`src/rtl/ifu_addarb_pkg.sv`:
```
// Shared types for the IFU adder arbiter.
// Build option IFU_ADDARB_OVF_EN adds a signed-overflow flag to the S2 record.
package ifu_addarb_pkg;

  localparam int DATA_W = 16;
  localparam int SUM_W  = 17;
  localparam int ID_W   = 2;  // wide enough for NREQ up to 4

  typedef struct packed {
    logic [DATA_W-1:0] a;
    logic [DATA_W-1:0] b;
    logic              cin;
    logic [ID_W-1:0]   id;
  } s1_t;

  typedef struct packed {
    logic [SUM_W-1:0] sum;
    logic [ID_W-1:0]  id;
`ifdef IFU_ADDARB_OVF_EN
    logic             ovf;
`endif
  } s2_t;

  typedef enum logic {
    PRIO_RR    = 1'b0,
    PRIO_FIXED = 1'b1
  } prio_mode_e;

endpackage

```
`src/rtl/ifu_rr_arb.sv`:
```
// NREQ-way grant: round-robin from rr_ptr_q, or fixed priority (index 0 highest).
// Grant is combinational from req; the pointer only moves when advance reports a transfer.
module ifu_rr_arb
  import ifu_addarb_pkg::*;
#(
  parameter int  NREQ      = 3,
  parameter int  PRIO_MODE = 0,
  localparam int IDW       = $clog2(NREQ)
) (
  input  logic            clk,
  input  logic            rst_n,
  input  logic [NREQ-1:0] req,
  input  logic            advance,
  output logic [NREQ-1:0] grant
);

  localparam bit FIXED = (PRIO_MODE == int'(PRIO_FIXED));

  logic [IDW-1:0] rr_ptr_q, rr_ptr_d;
  logic [IDW-1:0] start;
  logic [IDW-1:0] gidx;

  always_comb begin : grant_search
    logic found;
    int   idx;
    found = 1'b0;
    idx   = 0;
    start = FIXED ? '0 : rr_ptr_q;
    grant = '0;
    gidx  = '0;
    for (int k = 0; k < NREQ; k++) begin
      idx = (int'(start) + k) % NREQ;
      if (!found && req[idx]) begin
        found      = 1'b1;
        grant[idx] = 1'b1;
        gidx       = idx[IDW-1:0];
      end
    end
  end

  always_comb begin
    rr_ptr_d = rr_ptr_q;
    if (advance && !FIXED) begin
      rr_ptr_d = (gidx == IDW'(NREQ - 1)) ? '0 : gidx + 1'b1;
    end
  end

  always_ff @(posedge clk or negedge rst_n) begin
    if (!rst_n) rr_ptr_q <= '0;
    else        rr_ptr_q <= rr_ptr_d;
  end

endmodule

```
`src/rtl/sum16bit.sv`:
```
// IFU 16-bit Kogge-Stone prefix adder, purely combinational.
// kIn = {generate, propagate} of the carry-in slot; with nothing below it, carry enters if either is set.
module sum16bit (
  input  logic [15:0] a,
  input  logic [15:0] b,
  input  logic [1:0]  kIn,
  output logic [16:0] sum
);

  function automatic logic [16:0] prefix_add(input logic [15:0] x, input logic [15:0] y,
                                             input logic c0);
    logic [15:0] g, p, gg, pp;
    g  = x & y;
    p  = x ^ y;
    gg = g;
    pp = p;
    gg[0] = g[0] | (p[0] & c0);
    // Descending index keeps gg[i-d]/pp[i-d] at the previous level's value.
    for (int d = 1; d < 16; d = d * 2) begin
      for (int i = 15; i >= d; i--) begin
        gg[i] = gg[i] | (pp[i] & gg[i-d]);
        pp[i] = pp[i] & pp[i-d];
      end
    end
    return {gg[15], p ^ {gg[14:0], c0}};
  endfunction

  assign sum = prefix_add(a, b, kIn[1] | kIn[0]);

endmodule

```
`src/rtl/ifu_adder_arbiter.sv`:
```
// Shares one sum16bit among NREQ requesters: arbitrate -> S1 operands -> adder -> S2 {sum,id}; 2-cycle latency.
// Full valid/ready backpressure, at most 2 in flight; IFU_ADDARB_OVF_EN adds the rsp_ovf output.
module ifu_adder_arbiter
  import ifu_addarb_pkg::*;
#(
  parameter int  NREQ      = 3,
  parameter int  PRIO_MODE = 0,
  localparam int IDW       = $clog2(NREQ)
) (
  input  logic                   clk,
  input  logic                   rst_n,
  input  logic [NREQ-1:0]        req_valid,
  output logic [NREQ-1:0]        req_ready,
  input  logic [NREQ*DATA_W-1:0] req_a,
  input  logic [NREQ*DATA_W-1:0] req_b,
  input  logic [NREQ-1:0]        req_cin,
  output logic                   rsp_valid,
  input  logic                   rsp_ready,
  output logic [SUM_W-1:0]       rsp_sum,
  output logic [IDW-1:0]         rsp_id,
`ifdef IFU_ADDARB_OVF_EN
  output logic                   rsp_ovf,
`endif
  output logic                   busy
);

  logic [NREQ-1:0]  grant;
  logic             s1_valid_q, s1_valid_d;
  logic             s2_valid_q, s2_valid_d;
  logic             s1_load, s2_load, xfer;
  s1_t              s1_q, s1_d, s1_sel;
  s2_t              s2_q, s2_d;
  logic [SUM_W-1:0] add_sum;

  assign s2_load   = s1_valid_q & (~s2_valid_q | rsp_ready);
  assign s1_load   = ~s1_valid_q | s2_load;
  assign req_ready = grant & {NREQ{s1_load}};
  // grant only ever selects a valid requester, so any ready bit is a transfer
  assign xfer      = |req_ready;

  ifu_rr_arb #(
    .NREQ      (NREQ),
    .PRIO_MODE (PRIO_MODE)
  ) u_arb (
    .clk     (clk),
    .rst_n   (rst_n),
    .req     (req_valid),
    .advance (xfer),
    .grant   (grant)
  );

  always_comb begin
    s1_sel = '0;
    for (int i = 0; i < NREQ; i++) begin
      if (grant[i]) begin
        s1_sel.a   = req_a[DATA_W*i +: DATA_W];
        s1_sel.b   = req_b[DATA_W*i +: DATA_W];
        s1_sel.cin = req_cin[i];
        s1_sel.id  = ID_W'(i);
      end
    end
  end

  sum16bit u_add (
    .a   (s1_q.a),
    .b   (s1_q.b),
    .kIn ({s1_q.cin, s1_q.cin}),
    .sum (add_sum)
  );

  always_comb begin
    s1_valid_d = s1_valid_q;
    s1_d       = s1_q;
    if (xfer) begin
      s1_valid_d = 1'b1;
      s1_d       = s1_sel;
    end else if (s2_load) begin
      s1_valid_d = 1'b0;
    end

    s2_valid_d = s2_valid_q;
    s2_d       = s2_q;
    if (s2_load) begin
      s2_valid_d = 1'b1;
      s2_d.sum   = add_sum;
      s2_d.id    = s1_q.id;
`ifdef IFU_ADDARB_OVF_EN
      s2_d.ovf   = (s1_q.a[DATA_W-1] == s1_q.b[DATA_W-1]) &
                   (add_sum[DATA_W-1] != s1_q.a[DATA_W-1]);
`endif
    end else if (rsp_ready) begin
      s2_valid_d = 1'b0;
    end
  end

  always_ff @(posedge clk or negedge rst_n) begin
    if (!rst_n) begin
      s1_valid_q <= 1'b0;
      s2_valid_q <= 1'b0;
      s1_q       <= '0;
      s2_q       <= '0;
    end else begin
      s1_valid_q <= s1_valid_d;
      s2_valid_q <= s2_valid_d;
      s1_q       <= s1_d;
      s2_q       <= s2_d;
    end
  end

  assign rsp_valid = s2_valid_q;
  assign rsp_sum   = s2_q.sum;
  assign rsp_id    = s2_q.id[IDW-1:0];
  assign busy      = s1_valid_q | s2_valid_q;
`ifdef IFU_ADDARB_OVF_EN
  assign rsp_ovf   = s2_q.ovf;
`endif

endmodule
```
`config.mk`:
```
export PLATFORM = sky130hd
export DESIGN_NAME = ifu_adder_arbiter
export DESIGN_NICKNAME = d
export VERILOG_FILES = /design/src/rtl/ifu_addarb_pkg.sv /design/src/rtl/ifu_rr_arb.sv /design/src/rtl/sum16bit.sv /design/src/rtl/ifu_adder_arbiter.sv
export SDC_FILE = /design/constraint.sdc
export NUM_CORES = 1
export LEC_CHECK = 0
export BUFFER_PORTS_ARGS = -buffer_cell sky130_fd_sc_hd__buf_2
export CORE_AREA = 2 2 95 97
export DETAILED_ROUTE_END_ITERATION = 8
export DIE_AREA = 0 0 97 99
export HOLD_SLACK_MARGIN = 0.15
export PLACE_DENSITY = 0.91
export SLEW_MARGIN = 20
export SYNTH_ARGS = -nofsm -noshare
export SYNTH_HDL_FRONTEND = slang
export SYNTH_HIERARCHICAL = 1
export SYNTH_SLANG_ARGS = --single-unit
```
`constraint.sdc`:
```
create_clock -name clk -period 3.89 [get_ports clk]
set_input_delay 0.9725 -clock clk [delete_from_list [all_inputs] [get_ports clk]]
set_output_delay 0.9725 -clock clk [all_outputs]
set_load 0.01 [all_outputs]
```
---- Word level (Yosys, flattened, before mapping) ----
Index checks and enable logic that the tools add are counted.
W data, S select, Z words.
operators by class
  add/subtract/negate cells ............... 3
  multiply operators ...................... 0
  div/mod/pow operators ................... 3
  $lt $le $gt $ge ......................... 6
  eq/ne operators ......................... 1
  shift operators ......................... 0
  muxes and demuxes ....................... 31
  bitwise logic cells ..................... 146
  reduce and logical (&&, ||, !) cells .... 10
operator list
  kind                     count
  $mux W35                 3
  $ge A32 B1 Y1 const B    3
  $lt A32 B4 Y1 const B    3
  $and A1 B1 Y1            85
  $mod A32 B3 Y32 const B  2
  $or A1 B1 Y1             53
  $mod A3 B3 Y32 const B   1
  $xor A16 B16 Y16         2
  $and A16 B16 Y16         1
  $mux W1                  15
  $mux W3                  3
  $mux W2                  4
  $bmux W1 S2              3
  $demux W1 S2             3
  $or A3 B3 Y3             2
  $logic_and A1 B1 Y1      5
  $reduce_bool A2 Y1       2
  $add A2 B1 Y3 const B    1
  $add A2 B2 Y3 const B    1
  $and A3 B3 Y3            1
  $reduce_or A3 Y1         1
  $add A2 B1 Y2 const B    1
  $eq A2 B2 Y1 const B     1
  $logic_not A1 Y1         2
  $not A1 Y1               2
word-level totals
  bits in registers ....................... 58
  latch bits .............................. 0
  bits in writable memories ............... 0
  bits in read-only memories .............. 0
  input port bits ......................... 105
  word-level logic and storage cells ...... 209
  memories ................................ 0

---- Longest topological paths before layout ----
Gate-level depths: netlist of run 1.
  depth in word-level cells ............... 14
  gate-level depth with buffers ........... 14

---- Modules after synthesis ----
The synthesis of run 1 kept the hierarchy.
by module, submodules not included
  module             instances  cells an instance  area each (µm²)  seq. area each (µm²)
  ifu_adder_arbiter  1          281                3120.5           1401.3
  sum16bit           1          117                829.5            0.0
  ifu_rr_arb         1          56                 457.9            50.0

---- Worst setup path after synthesis of run 1 ----
OpenSTA, ideal clock, no wires.
  path kind ............................... input port to output port
  start ................................... input req_valid[2]
  end ..................................... output req_ready[0]
  arrival time ............................ 2308 ps
  required time ........................... 2918 ps
  setup slack ............................. 609 ps
  cell stages on the path ................. 8
  cells stage by stage .................... buf_2 > nand3b_1 > a21oi_1 > o22ai_1 > o21ai_1 > buf_2 > buf_1 > and2_1
on the way
  word-level cells in the longest chain between the ends .. 11
  elaborated cells on any way between the ends .. 21
  those cells by class .................... 14 x mux; 3 x bitwise; 4 x reduce/logical
RTL lines
  what                                        RTL line                 source
  from (decl)                                 ifu_adder_arbiter.sv:12  input logic [NREQ-1:0] req_valid,
  $bmux W1 S2                                 ifu_rr_arb.sv:33         if (!found && req[idx]) begin
  $mux W1 (not written as such) (2 in a row)  ifu_rr_arb.sv:33
  $mux W1                                     ifu_rr_arb.sv:33
  $logic_not A1 Y1                            ifu_rr_arb.sv:33
  $logic_and A1 B1 Y1                         ifu_rr_arb.sv:33
  $mux W1                                     ifu_rr_arb.sv:33
  $logic_not A1 Y1                            ifu_rr_arb.sv:33
  $logic_and A1 B1 Y1                         ifu_rr_arb.sv:33
  $mux W3 (*)                                 ifu_rr_arb.sv:33
  net grant[0]                                ifu_adder_arbiter.sv:27  logic [NREQ-1:0] grant;
  $and A3 B3 Y3 (*)                           ifu_adder_arbiter.sv:37  assign req_ready = grant & {NREQ{s1_load}};
  to (decl)                                   ifu_adder_arbiter.sv:13  output logic [NREQ-1:0] req_ready,
The timed path passes the listed nets; every way through them passes the cells marked *. The select of a mux whose other input is x is not followed.

---- Worst setup path in the final report of run 1 ----
  start ................................... register u_arb.rr_ptr_q[0]
  end ..................................... output req_ready[0]
on the way
  word-level cells in the longest chain between the ends .. 12
  elaborated cells on any way between the ends .. 41
  those cells by class .................... 2 x add/sub; 3 x div; 6 x order compare; 20 x mux; 3 x bitwise; 7 x reduce/logical
RTL lines
  what                                                      RTL line                 source
  from (decl)                                               ifu_rr_arb.sv:19         logic [IDW-1:0] rr_ptr_q, rr_ptr_d;
  from (signal assigned)                                    ifu_rr_arb.sv:50         else rr_ptr_q <= rr_ptr_d;
  branches (longest 10 deep; another with $mod A32 B3 Y32)  n/a
  $mux W3 (*)                                               ifu_rr_arb.sv:33
  net grant[0]                                              ifu_adder_arbiter.sv:27
  $and A3 B3 Y3 (*)                                         ifu_adder_arbiter.sv:37
Mark *: on every way through the listed nets, which the timed path passes. The select of a mux whose other input is x is not followed.

==> parameters.txt, run 1 <==
Parameter                              Value

Floorplanning
  Initial cell density of the core    51.55%
  Die W    97 um
  I/O pins    129
  Floorplan Core Area    0.008551 mm^2
  Row count    34
  Die Span Y    99 um
  Die footprint    0.009603 mm^2

Critical path
  Critical path launch point    u_arb/rr_ptr_q[0]
  Depth of the worst register-to-register path    10
  CP max FO    16
  Worst setup path end    req_ready[0]
  R2R Path Start    u_arb/rr_ptr_q[0]
  Reg-to-reg critical path endpoint    s1_q[34]
  Element type at the critical path end    primary output
  Category of the worst setup path launch point    flop
  Critical path class    flop to primary output
  FF-to-FF setup slack    510 ps
  Data arrival at the endpoint of the critical path    2690 ps
  WP data required    2920 ps

Synth
  Nets in the synthesized netlist    580
  Netlist cell types    58
  Number of synthesized flops with an enable pin    0
  Cell count after synthesis    454
  Sequential cell area fraction in the yosys report    32.93%
  Synth top area cells    sky130_fd_sc_hd__dfrtp_1 33%, sky130_fd_sc_hd__mux2_4 9.9%, sky130_fd_sc_hd__a21oi_1 9.7%
  Netlist area before placement    0.004408 mm^2
  Yosys warns    6
  Synthesized flop and latch total    58
  Mapped Avg Cell Area    9.709 um^2
  Area share of the largest cell type after synthesis    32.93%
  Area leader, netlist    sky130_fd_sc_hd__dfrtp_1
  Share of flip-flops with an asynchronous set or reset    100.0%
  Leading register cell type out of synthesis    sky130_fd_sc_hd__dfrtp_1

Timing
  Clock tree skew after final layout    5.798 ps
  Max-Slew Margin vs Limit    60.99%
  Shortest period the worst path allows    3661 ps
  Final number of setup-violating endpoints    0
  Number of hold violations in the final report    0
  Total negative slack    0 ps
  Portion of the clock cycle consumed by the worst path in the final layout    94.12%
  Tightest Pin Transition    585.2 ps
  RSZ-0062 raised after global routing    no
  Maximum achievable frequency    273.1 MHz
  Slew Viols, Final    0

Route
  Number of vias per cell after detailed routing    5.687
  TritonRoute pass-1 iters    5
  Iter 0 DRT Violations    218
  Remaining number of nets flagged by the antenna check after routing    0
  DRC viols    0
  Count of vias placed by the detailed router    3,890
  Aggregate routed wire length    11.23 mm
  Mean routed wirelength per cell    16.41 um

Clocking
  CTS sink cnt    58
  Hold buffer count at CTS    0
  Root Buffer    sky130_fd_sc_hd__clkbuf_8
  H-tree level count    3
  Clock latency at the later pin of the worst-skew pair    330 ps
  Buffer levels on the longest clock path    2
  TritonCTS clock tree    built
  Clock buffer count from CTS    9
  Post_cts resized    0
  Post CTS Setup Buffer Count    0
  Clock-pin slew reported for the worst setup and hold paths after clock tree synthesis    70 ps

Global routing
  Met1 layer usage reported by global route    30.88%
  Maximum number of pins on one net before global-route repair    46
  Most used routing layer in global routing    met2
  Total global routing overflow    0
  Antenna violations before repair    0
  Global routing usage on met2    39.53%
  GR met3 Demand/Resource    3.121%
  Wire length of the first global-routing pass    18.26 mm
  Number of global-route vias before repair    3,838
  Global-route usage over all layers    23.40%

Status
  Run status    completed

Flow run
  MaxCap Viol Count    0

Worst hold path
  Hold crit path type    flop to flop
  Worst hold path startpoint    rsp_sum[3]

Final layout
  Ant diodes    0
  Number of inserted filler cells in the final layout    723
  Ratio of cells with drive above 1 in the final layout    38.72%
  Final instance count without filler cells    684
  Number of nets at the end of the flow    697
  Layout-stage area growth over the synthesis result    21.52%

Power and ir drop
  Peak ir drop on the vdd network    500.1 uV
  Pwr Density    1071 mW/mm^2
  Pleak    0.002524 uW

Placed design
  HPWL after DPL    8.670 mm
  Gp weighted congestion    0.9101
  Number of placed cells counting well taps    668
  Port buffer count    128
[layer usage]
layer	share of wire [%]	vias up	routed length (um)
met3	4.8	16	540
met1	44	1884	4937
met2	50	120	5558
met5	0	-	0
li1	-	1870	-
met4	1.7	0	190
[where the power goes]
group	switching, uW	internal [uW]
registers	204	929
logic	1990	1960
clock network	234	422
[cell usage in the layout, fill, tap and decap left out, drive strengths merged, types with 2 or more instances in the layout]
| master | synthesis | layout |
|---|---|---|
| fa | 2 | 2 |
| nor2 | 9 | 9 |
| clkbuf | 14 | 10 |
| nand2 | 26 | 26 |
| ha | 19 | 19 |
| o21ai | 10 | 10 |
| o22ai | 4 | 4 |
| mux2i | 2 | 2 |
| o32ai | 2 | 2 |
| a21boi | 2 | 2 |
| nand4 | 2 | 2 |
| nand3 | 3 | 3 |
| a21o | 4 | 4 |
| a21oi | 87 | 87 |
| buf | 17 | 137 |
| nor3 | 2 | 2 |
| bufinv | 0 | 3 |
| o211ai | 3 | 3 |
| xor2 | 5 | 5 |
| xnor2 | 7 | 7 |
| nand3b | 38 | 38 |
| clkinv | 0 | 3 |
| and2 | 4 | 4 |
| dfrtp | 58 | 58 |
| nand2b | 8 | 8 |
| or2 | 2 | 2 |
| nor2b | 35 | 35 |
| mux2 | 53 | 53 |
| inv | 13 | 13 |
| o31ai | 2 | 2 |
| nor4b | 2 | 2 |
| and3 | 2 | 2 |
[worst min-delay path by stage]
stage,depth (start not counted),slack [ps],to
after detailed placement,1,490,rsp_sum[3]
after global routing,1,520,rsp_sum[3]
after global placement,1,460,s1_q[1]
after floorplan,1,450,s1_q[1]
after CTS,1,510,rsp_sum[6]
final,1,500,rsp_sum[3]
[synth_stat cells, types with 2 or more instances]
library cell and count:
sky130_fd_sc_hd__xnor2_1 7, sky130_fd_sc_hd__nand3_1 3, sky130_fd_sc_hd__buf_1 2, sky130_fd_sc_hd__a21boi_0 2
sky130_fd_sc_hd__a21oi_2 2, sky130_fd_sc_hd__o22ai_1 4, sky130_fd_sc_hd__nand2_1 25, sky130_fd_sc_hd__o211ai_1 2
sky130_fd_sc_hd__buf_2 7, sky130_fd_sc_hd__xor2_1 5, sky130_fd_sc_hd__ha_1 19, sky130_fd_sc_hd__buf_6 8
sky130_fd_sc_hd__mux2i_1 2, sky130_fd_sc_hd__or2_2 2, sky130_fd_sc_hd__and3_1 2, sky130_fd_sc_hd__and2_1 4
sky130_fd_sc_hd__nor2b_1 35, sky130_fd_sc_hd__nand2b_1 8, sky130_fd_sc_hd__nand4_1 2, sky130_fd_sc_hd__o31ai_1 2
sky130_fd_sc_hd__nand3b_1 37, sky130_fd_sc_hd__fa_1 2, sky130_fd_sc_hd__inv_1 13, sky130_fd_sc_hd__nor2_1 9
sky130_fd_sc_hd__nor3_1 2, sky130_fd_sc_hd__mux2_4 29, sky130_fd_sc_hd__a21oi_1 85, sky130_fd_sc_hd__clkbuf_1 14
sky130_fd_sc_hd__mux2_2 24, sky130_fd_sc_hd__o21ai_0 9, sky130_fd_sc_hd__a21o_1 3, sky130_fd_sc_hd__dfrtp_1 58
[worst max-delay path, cell delays in order (launching register included)]
cell	delay, ps
sky130_fd_sc_hd__dfrtp_1	400
sky130_fd_sc_hd__inv_1	90
sky130_fd_sc_hd__ha_1	440
sky130_fd_sc_hd__nand2b_1	240
sky130_fd_sc_hd__o311ai_1	260
sky130_fd_sc_hd__o22ai_1	160
sky130_fd_sc_hd__o21ai_4	440
sky130_fd_sc_hd__and2_1	190
sky130_fd_sc_hd__buf_2	120
[area by class of cell]
type	instances	area (um^2)	share of cell area, %
Tap cell	108	135.1	2.523
Multi-Input combinational cell	352	2753	51.39
Clock inverter	6	105.1	1.962
Timing Repair Buffer	137	735.7	13.74
Clock buffer	10	127.6	2.383
Inverter	13	48.80	0.9110
Sequential cell	58	1451	27.10
[through the flow]
stage / hold slack (ps) / instance area (um^2) / setup WS [ps] / utilization, % / total power (uW)
global route: 520.4 / 5356 / 59.06 / 62.64 / 6175
finish: 500.0 / 5356 / 228.9 / 62.64 / 5738
floorplan: 445.6 / 4408 / 609.5 / - / 4209
detailed placement: 489.5 / 5121 / 359.4 / 59.89 / 5057
CTS: 505.1 / 5354 / 233.0 / 62.61 / 5735
global placement: 458.9 / 5121 / 469.8 / 59.89 / 4878
[registers in the layout (all words and copies together) (netlist names)]
signal / flops
rsp_id: 2
s1_q: 35
s1_valid_q: 1
rsp_valid: 1
u_arb/rr_ptr_q: 2
rsp_sum: 17
[cell families (layout without fill, tap and decap cells)]
kind of cell | after synthesis | count (layout) | synth area share, %
compound gates | 126 | 126 | 17.26
xor+xnor | 12 | 12 | 2.384
fa+ha+maj | 21 | 21 | 6.302
buf+inv | 44 | 166 | 5.308
flops | 58 | 58 | 32.93
mux | 55 | 55 | 16.46
simple gates | 138 | 138 | 19.36
No activity file was read; power rests on OpenSTA's default activity.
==> run 2: changes to the inputs <==
Settings changed: CAP_MARGIN set to 0, PLACE_DENSITY 0.91 to 0.8.
==> run 2 against run 1 <==
Maximum frequency grew 1.9%. Utilization fell by 0.088 points. Global-route usage shrank 0.77 points. Highest routed layer unchanged. Clock power shrank 4.1%. Total power down 1.3%. Via count down 3.2%. Clock skew grew 5.1 ps. Largest cell class unchanged. Critical endpoint is now req_ready[1]. Worst hold slack worse by 11 ps. Non-clock buffer count is 2 higher.
==> parameters.txt, run 2 (synthesized netlist as in run 1, its figures left out) <==
Parameter                              Value

Status
  Run status    completed

Power and ir drop
  Pwr Density    1059 mW/mm^2 (-1.1%)
  Pleak    0.002519 uW (-0.22%)
  Peak ir drop on the vdd network    541.0 uV (+8.2%)

Timing
  Clock tree skew after final layout    10.90 ps (+5.098 ps)
  Final number of setup-violating endpoints    0 (unchanged)
  Slew Viols, Final    0 (unchanged)
  Total negative slack    0 ps (unchanged)
  Max-Slew Margin vs Limit    61.99% (+1.0 points)
  Shortest period the worst path allows    3594 ps (-66.89 ps)
  Worst hold slack after final layout    489.1 ps (-10.90 ps)
  Tightest Pin Transition    570.2 ps (-14.98 ps)
  Number of hold violations in the final report    0 (unchanged)
  Portion of the clock cycle consumed by the worst path in the final layout    92.40% (-1.7 points)
  Maximum achievable frequency    278.2 MHz (+1.9%)
  RSZ-0062 raised after global routing    no

Worst hold path
  Hold crit path type    flop to flop

Clocking
  Root Buffer    sky130_fd_sc_hd__clkbuf_8
  Post_cts resized    0 (unchanged)
  TritonCTS clock tree    built
  Buffer levels on the longest clock path    2 (unchanged)
  Clock latency at the later pin of the worst-skew pair    350 ps (+20 ps)
  Clock-pin slew reported for the worst setup and hold paths after clock tree synthesis    70 ps (about the same)
  H-tree level count    3 (unchanged)
  CTS sink cnt    58 (unchanged)
  Clock buffer count from CTS    9 (unchanged)

Final layout
  Ant diodes    0 (unchanged)
  Ratio of cells with drive above 1 in the final layout    39.21% (+0.49 points)
  Largest reg by FF count    s1_q
  Number of nets at the end of the flow    700 (+0.43%)
  Flip-flop count of the largest register after layout    35 (unchanged)
  Area occupied by registers    0.001451 mm^2 (unchanged)
  Footprint of the multi-input gates    0.002761 mm^2 (+0.32%)
  Layout-stage area growth over the synthesis result    21.35%
  Most common cell after layout, fill and taps aside    sky130_fd_sc_hd__buf_2
  Number of inserted filler cells in the final layout    736 (+1.8%)
  Final instance count without filler cells    687 (+0.44%)
  Most used cells in the layout excluding fill and tap cells    127 x sky130_fd_sc_hd__buf_2, 85 x sky130_fd_sc_hd__a21oi_1, 58 x sky130_fd_sc_hd__dfrtp_1

Route
  Mean routed wirelength per cell    15.83 um (-3.6%)
  Iter 0 DRT Violations    143 (-34%)
  Count of vias placed by the detailed router    3,767 (-3.2%)
  TritonRoute pass-1 iters    4 (-1)
  Aggregate routed wire length    10.87 mm (-3.2%)
  DRC viols    0 (unchanged)
  Number of vias per cell after detailed routing    5.483 (-3.6%)
  Remaining number of nets flagged by the antenna check after routing    0 (unchanged)

Global routing
  Global-route usage over all layers    22.63% (-0.77 points)
  Antenna violations before repair    0 (unchanged)
  Maximum number of pins on one net before global-route repair    48 (+4.3%)
  Total global routing overflow    0 (unchanged)
  Number of global-route vias before repair    3,712 (-3.3%)
  Wire length of the first global-routing pass    17.54 mm (-4.0%)

Floorplanning
  Initial cell density of the core    51.55% (unchanged)
  Die footprint    0.009603 mm^2 (unchanged)
  Row count    34 (unchanged)
  Floorplan Core Area    0.008551 mm^2 (unchanged)
  I/O pins    129 (unchanged)
  Die Span Y    99 um (unchanged)
  Die W    97 um (unchanged)

Critical path
  WP data required    2920 ps (about the same)
  Data arrival at the endpoint of the critical path    2620 ps (-70 ps)
  Cells along the critical path    inv_1 > ha_1 > nand2b_1 > o32ai_2 > a2111oi_2 > mux2i_4 > and2_1 > buf_2
  Critical path class    flop to primary output
  Largest stage delay, worst path    520 ps (+80 ps)
  Element type at the critical path end    primary output
  CP max FO    13 (-3)
  Category of the worst setup path launch point    flop
  Crit path max-delay cell type    sky130_fd_sc_hd__a2111oi_2

Placed design
  Port buffer count    128 (unchanged)
  Gp weighted congestion    0.8339 (-8.4%)
  HPWL after DPL    8.111 mm (-6.4%)
  Number of placed cells counting well taps    669 (+0.15%)

Flow run
  MaxCap Viol Count    0 (unchanged)
[run 2: final cells by class]
class,count,area share (%)
clock inverters,7,1.918
inverters,13,0.9123
multi-input cells,353,51.63
well taps,108,2.526
flip-flops and latches,58,27.13
clock buffers,9,2.316
repair buffers,139,13.57
[run 2: critical path: cells and delay by family (launching register included)]
family / cells / cell delay (ps)
buffers and inverters: 2 / 220
muxes: 1 / 130
and+or+nand+nor: 2 / 380
DFF: 1 / 410
AOI/OAI and AO/OA: 2 / 630
adders and majority gates: 1 / 510
[run 2: routing by layer]
layer | GRT usage (%) | wire length, um | up-vias
li1 | - | - | 1864
met4 | 6.826 | 131 | 0
met2 | 38.84 | 5457 | 108
met1 | 29.27 | 4777 | 1784
met5 | 0 | 0 | -
met3 | 4.184 | 507 | 11
[run 2: final timing paths]
path | slack, ps | startpoint | cells past startpoint | to
worst max-delay path | 300 | u_arb/rr_ptr_q[0] | 8 | req_ready[1]
worst min-delay path | 490 | s1_q[1] | 1 | s1_q[1]
worst max register to register | 530 | u_arb/rr_ptr_q[0] | 12 | u_arb/rr_ptr_q[0]
worst min register to register | 490 | s1_q[1] | 1 | s1_q[1]
max in group asynchronous | 2750 | rst_n | 2 | s1_q[28]
min in group asynchronous | 620 | rst_n | 1 | s1_q[14]
[run 2: where the power goes]
| part | internal (uW) | leakage [uW] | switching (uW) | total [uW] |
|---|---|---|---|---|
| logic | 1940 | 0.00170 | 1970 | 3910 |
| clock network | 365 | 0.000110 | 264 | 629 |
| registers | 928 | 0.000707 | 197 | 1130 |
| total | 3230 | 0.00252 | 2440 | 5660 |
[run 2: through the flow]
step           cell area [um^2]  worst slack (ps)  power (uW)  util (%)
6_report                   5349             295.8        5664     62.55
2_1_floorplan              4408             609.5        4209         -
4_1_cts                    5330             103.8        5626     62.34
5_1_grt                    5349             169.9        6103     62.55
3_5_place_dp               5104             382.8        4958     59.69
3_3_place_gp               5104             495.9        4821     59.69
[run 2: timing repair]
item                                    in CTS  in global routing
hold buffers                                 0                  0
endpoints found under the setup margin       0                  1
setup buffers                                0                  1
endpoints found under the hold margin        0                  0
